## config.mk

```make
export PLATFORM = sky130hd
export DESIGN_NAME = btb_predictor
export DESIGN_NICKNAME = d
export VERILOG_FILES = /design/src/rtl/btb_pkg.sv /design/src/rtl/btb_sat_counter.sv /design/src/rtl/btb_predictor.sv
export SDC_FILE = /design/constraint.sdc
export NUM_CORES = 1
export LEC_CHECK = 0
export CORE_AREA = 2 2 375 265
export CTS_BUF_LIST = sky130_fd_sc_hd__clkbuf_8
export DETAILED_ROUTE_END_ITERATION = 6
export DIE_AREA = 0 0 377 267
export PLACE_DENSITY = 0.69
export SLEW_MARGIN = 15
export SYNTH_ARGS = -nofsm -noshare
export SYNTH_HDL_FRONTEND = slang
export SYNTH_SLANG_ARGS = --single-unit
```

## constraint.sdc

```tcl
create_clock -name clk -period 9.25 [get_ports clk]
set_input_delay 1.3875 -clock clk [delete_from_list [all_inputs] [get_ports clk]]
set_output_delay 1.3875 -clock clk [all_outputs]
set_load 0.01 [all_outputs]
```

## src/rtl/btb_pkg.sv

```systemverilog
// Shared types and helpers for the branch target buffer.
// Optional feature macro: BTB_BYPASS_EN (used by btb_predictor).
package btb_pkg;

  localparam int unsigned BtbBitW = 32;
  localparam int unsigned BtbIdxW = 4;
  localparam int unsigned BtbTagW = BtbBitW - BtbIdxW - 1;

  // 2-bit direction counter states
  localparam logic [1:0] SNT = 2'b00;
  localparam logic [1:0] WNT = 2'b01;
  localparam logic [1:0] WT  = 2'b10;
  localparam logic [1:0] ST  = 2'b11;

  typedef struct packed {
    logic               valid;
    logic [BtbTagW-1:0] tag;
    logic [1:0]         cnt;
    logic [BtbBitW-1:0] target;
  } btb_entry_t;

  // Saturating step toward the observed direction
  function automatic logic [1:0] sat_update(input logic [1:0] cnt, input logic taken);
    logic [1:0] nxt;
    nxt = cnt;
    if (taken) begin
      if (cnt != ST) nxt = cnt + 2'b01;
    end else begin
      if (cnt != SNT) nxt = cnt - 2'b01;
    end
    return nxt;
  endfunction

endpackage

```

## src/rtl/btb_sat_counter.sv

```systemverilog
// Next-state logic for one entry's 2-bit direction counter.
module btb_sat_counter
  import btb_pkg::*;
(
  input  logic [1:0] cnt_i,
  input  logic       hit_i,
  input  logic       taken_i,
  input  logic       jump_i,
  output logic [1:0] cnt_o
);

  // Jumps force strongly taken; a fresh taken allocation starts weakly taken.
  always_comb begin
    cnt_o = cnt_i;
    if (jump_i) begin
      cnt_o = ST;
    end else if (hit_i) begin
      cnt_o = sat_update(cnt_i, taken_i);
    end else if (taken_i) begin
      cnt_o = WT;
    end
  end

endmodule

```

## src/rtl/btb_predictor.sv

```systemverilog
// Direct-mapped, tagged branch target buffer with 2-bit direction counters.
// Optional feature macro: BTB_BYPASS_EN forwards a same-cycle update to the lookup.
module btb_predictor
  import btb_pkg::*;
#(
  parameter int unsigned BIT_W = BtbBitW,
  parameter int unsigned IDX_W = BtbIdxW,
  parameter int unsigned TAG_W = BIT_W - IDX_W - 1
) (
  input  logic             clk,
  input  logic             rst_n,
  input  logic [BIT_W-1:0] if_pc_i,
  input  logic             if_compressed_i,
  output logic             pred_taken_o,
  output logic [BIT_W-1:0] pred_dest_o,
  output logic             pred_hit_o,
  input  logic             upd_valid_i,
  input  logic             upd_stall_i,
  input  logic [BIT_W-1:0] upd_pc_i,
  input  logic             upd_taken_i,
  input  logic             upd_jump_i,
  input  logic [BIT_W-1:0] upd_target_i
);

  localparam int unsigned Entries = 2 ** IDX_W;

  btb_entry_t tbl_q [Entries];

  logic [IDX_W-1:0] if_idx, upd_idx;
  logic [TAG_W-1:0] if_tag, upd_tag;
  logic             upd_hit, upd_en, upd_wr;
  logic [1:0]       cnt_nxt [Entries];
  btb_entry_t       upd_entry, look_entry;
  logic [BIT_W-1:0] fall_pc;
  logic             unused_pc_lsb;

  // Halfword-granular indexing; bit 0 never participates.
  assign if_idx  = if_pc_i[IDX_W:1];
  assign if_tag  = if_pc_i[BIT_W-1:IDX_W+1];
  assign upd_idx = upd_pc_i[IDX_W:1];
  assign upd_tag = upd_pc_i[BIT_W-1:IDX_W+1];
  assign unused_pc_lsb = ^{if_pc_i[0], upd_pc_i[0]};

  assign upd_hit = tbl_q[upd_idx].valid && (tbl_q[upd_idx].tag == upd_tag);
  assign upd_en  = upd_valid_i && !upd_stall_i;
  // A not-taken miss leaves the table untouched.
  assign upd_wr  = upd_en && (upd_hit || upd_taken_i || upd_jump_i);

  for (genvar e = 0; e < Entries; e++) begin : g_cnt
    btb_sat_counter u_cnt (
      .cnt_i   (tbl_q[e].cnt),
      .hit_i   (upd_hit),
      .taken_i (upd_taken_i),
      .jump_i  (upd_jump_i),
      .cnt_o   (cnt_nxt[e])
    );
  end

  // Post-update contents of the entry addressed by the update PC.
  always_comb begin
    upd_entry       = tbl_q[upd_idx];
    upd_entry.valid = 1'b1;
    upd_entry.tag   = upd_tag;
    upd_entry.cnt   = cnt_nxt[upd_idx];
    if (upd_taken_i || upd_jump_i) upd_entry.target = upd_target_i;
  end

  // Table state: synchronous clear of valids/counters, single-entry training write.
  always_ff @(posedge clk) begin
    if (!rst_n) begin
      for (int i = 0; i < Entries; i++) begin
        tbl_q[i].valid <= 1'b0;
        tbl_q[i].cnt   <= WNT;
      end
    end else if (upd_wr) begin
      tbl_q[upd_idx] <= upd_entry;
    end
  end

  // Select the entry seen by the fetch lookup.
  always_comb begin
    look_entry = tbl_q[if_idx];
`ifdef BTB_BYPASS_EN
    if (upd_wr && (upd_idx == if_idx) && (upd_tag == if_tag)) look_entry = upd_entry;
`endif
  end

  assign fall_pc = if_pc_i + (if_compressed_i ? BIT_W'(2) : BIT_W'(4));

  // Next-PC mux.
  always_comb begin
    pred_hit_o   = look_entry.valid && (look_entry.tag == if_tag);
    pred_taken_o = pred_hit_o && look_entry.cnt[1];
    pred_dest_o  = pred_taken_o ? look_entry.target : fall_pc;
  end

endmodule

```

==> results_dict.tcl <==
set metrics [dict create \
    outcome "finished, final reports clean" \
    synthTopCellsByArea "edfxtp_1 61%, mux4_2 25%, mux2i_1 2.8%" \
    initial_core_util_pct 49.6 \
    core_area_sq_um 97300 \
    wire_per_inst_um 34.6 \
    post-place-ws_ns 1.30 \
    leakagePower_nw 17.5 \
    vias 28700 \
    cts_buffer_depth 3 \
    skew_ns 0.0406 \
    grtUsageTotal_pct 28.6 \
    syn_area_per_cell_sq_um 19.1 \
    gp_congestion 0.893 \
    holdWs_ns 0.465 \
    pin_count 137 \
    power.density_nw_per_um2 174 \
    tritoncts "done" \
    drc_errors 0 \
    portBuffers 135 \
    cpPeakStageDelay_ns 0.63 \
    setup_ws_ns 1.20 \
    root_buffer "clkbuf_8" \
    cts_max_level 4 \
    hold_viol_final 0 \
    grt_pass1_vias 28700 \
    die_w_um 377 \
    grt_setup_unrepaired "no" \
    drv_cap 0 \
    path_delay_family "buffers and inverters" \
    drive_gt1_share_pct 31.6 \
    worst_pin_slew_ns 1.11 \
    maxSlewViolCount 0 \
    path_cells "buf_8 > buf_4 > mux4_2 > mux4_2 > xnor2_1 > nand4_1 > or4_4 > nor4_4 > nand2_2 > buf_4 > a21oi_1 > clkdlybuf4s50_1" \
    critPathCaptureType "primary output" \
    synth_cell_types 73 \
    critPathKind "in -> out" \
    ant_nets 0 \
    synth_edf_count 976 \
    synth_top_cell_area_share_pct 60.8 \
    setup_violations 0 \
    final_cell_mix "976 x edfxtp_1, 525 x mux4_2, 160 x clkbuf_8, 133 x mux2i_1, 127 x clkdlybuf4s50_1" \
    fillerInstances 7343 \
    antenna_found_initial 14 \
    syn-instance-count 2525 \
    worst_slew_margin_rel_pct 26.3 \
    grt_pass1_wl_um 204000 \
    holdBufCountCts 0 \
    die_area_sq_um 101000 \
    wl_um 142000 \
    drtPass1Iterations 6 \
    hp-class "reg -> reg" \
    layout_commonest_cell "edfxtp_1" \
    synth_area_leader_cell "edfxtp_1" \
    synth_seq_cells 992 \
    post_cts_resized 0 \
    largest_reg_flops 992 \
    fmax_mhz 124 \
    first_iter_violations 4806 \
    synth_nets 2631 \
    dp_hpwl_um 86000 \
    cp_slowest_cell "clkdlybuf4s50_1" \
    numCtsBuffers 153 \
    irDropWorstVdd_uv 105 \
    synth_area_sq_um 48200 \
    required_ns 7.86 \
    grt_max_degree 108 \
    dp.cells 3833 \
    async_reset_ff_share_pct 0 \
    fin_setup_tns_ns 0 \
    fin_crit_sh_pct 87.1 \
    max_flop_register "tbl_q" \
    postCtsSetupBuffers 0 \
    arrival_ns 6.67 \
    yosys_warnings 0 \
    critPathLaunchType "primary input" \
    power_mw 9.42 \
    finalNonFillerCells 4113 \
    cts.sinks 992 \
    worst-path-buf-inv 4 \
    die_y_um 267 \
    grt.overflow.total 0 \
    detail_route.vias_per_cell 6.97 \
    area_delta_synth_final_pct 12.1 \
    clkLatencyLatePin_ns 0.88 \
    finalCriticalPeriod_ns 8.05 \
    worstPathMaxFanout 55 \
    clk_pin_slew_ns 0.07 \
    std_cell_rows 96 \
    nets 2820 \
    yosysSeqAreaShare_pct 61.4 \
    synth_flop_cell "edfxtp_1" \
    reg.largest.list "tbl_q: 992 flops" \
]
kinds of logic after synthesis:
family	Yosys count	synth area share, %
compound gates	203	2.98
xor+xnor	83	1.51
fa+ha+maj	18	0.405
buf+inv	223	2.08
flops	992	61.4
mux	714	28.6
simple gates	292	3.02
cell type report:
class	count	area (sq um)	share of cell area [%]
Clock buffer	160	2200	4.07
Tap cell	1274	1590	2.95
Timing Repair Buffer	217	2180	4.03
Sequential cell	992	29600	54.8
Antenna cell	4	10.0	0.0185
Inverter	40	186	0.345
Clock inverter	116	628	1.16
Multi-Input combinational cell	1310	17600	32.6
stage by stage:
step,area [sq um],util (%)
after global placement,51200,52.6
after global routing,54100,55.6
after CTS,54000,55.5
after floorplan,48200,-
final,54100,55.6
after detailed placement,51200,52.6
power breakdown:
part           leakage (nW)  switching (mW)  internal (mW)
combinational          6.96           0.515          0.396
clock                  1.61            1.77           1.74
sequential             8.89          0.0123           4.99
per-layer routing:
metal	routed length (um)	track usage (%)	vias to the layer above	part of all wire, %
met5	103	0	-	0.072
met4	3480	8.51	16	2.4
met3	17400	8.33	246	12
met2	64600	42.1	1951	45
met1	56800	41.7	15200	40
li1	-	-	11200	-
worst register-to-register path, delay by kind of cell, from the launching register on:
family | cells | cell delay, ns
xor+xnor | 1 | 0.31
mux | 2 | 0.72
compound gates | 2 | 0.77
simple gates | 4 | 1.72
buf+inv | 2 | 1.05
flops | 1 | 0.39
worst paths after layout:
path	slack [ns]	cells past startpoint	startpoint	to
max	1.20	12	if_pc_i[1]	pred_dest_o[5]
min	0.46	2	tbl_q[2][61]	tbl_q[2][61]
max reg2reg	3.91	11	tbl_q[15][48]	tbl_q[5][41]
min reg2reg	0.46	2	tbl_q[2][61]	tbl_q[2][61]
cell usage after synthesis (5+ instances only):
master / instances
buf_2: 29
mux2_1: 6
o22ai_1: 11
a21o_1: 5
nor3_1: 15
nand4_1: 23
nor2b_1: 6
nand3_1: 30
mux4_2: 525
buf_4: 14
buf_6: 10
clkbuf_1: 91
edfxtp_1: 976
inv_1: 38
a22o_1: 6
o21ai_0: 18
a21oi_1: 56
dfxtp_1: 16
xor2_1: 37
nor2_1: 70
buf_1: 39
maj3_1: 15
o31ai_1: 13
nand2_1: 86
and2_1: 7
and3_1: 17
a221oi_1: 8
mux2_2: 50
a22oi_1: 44
and4_1: 5
xnor2_1: 46
mux2i_1: 133
Power figures use the tool's default switching activity.
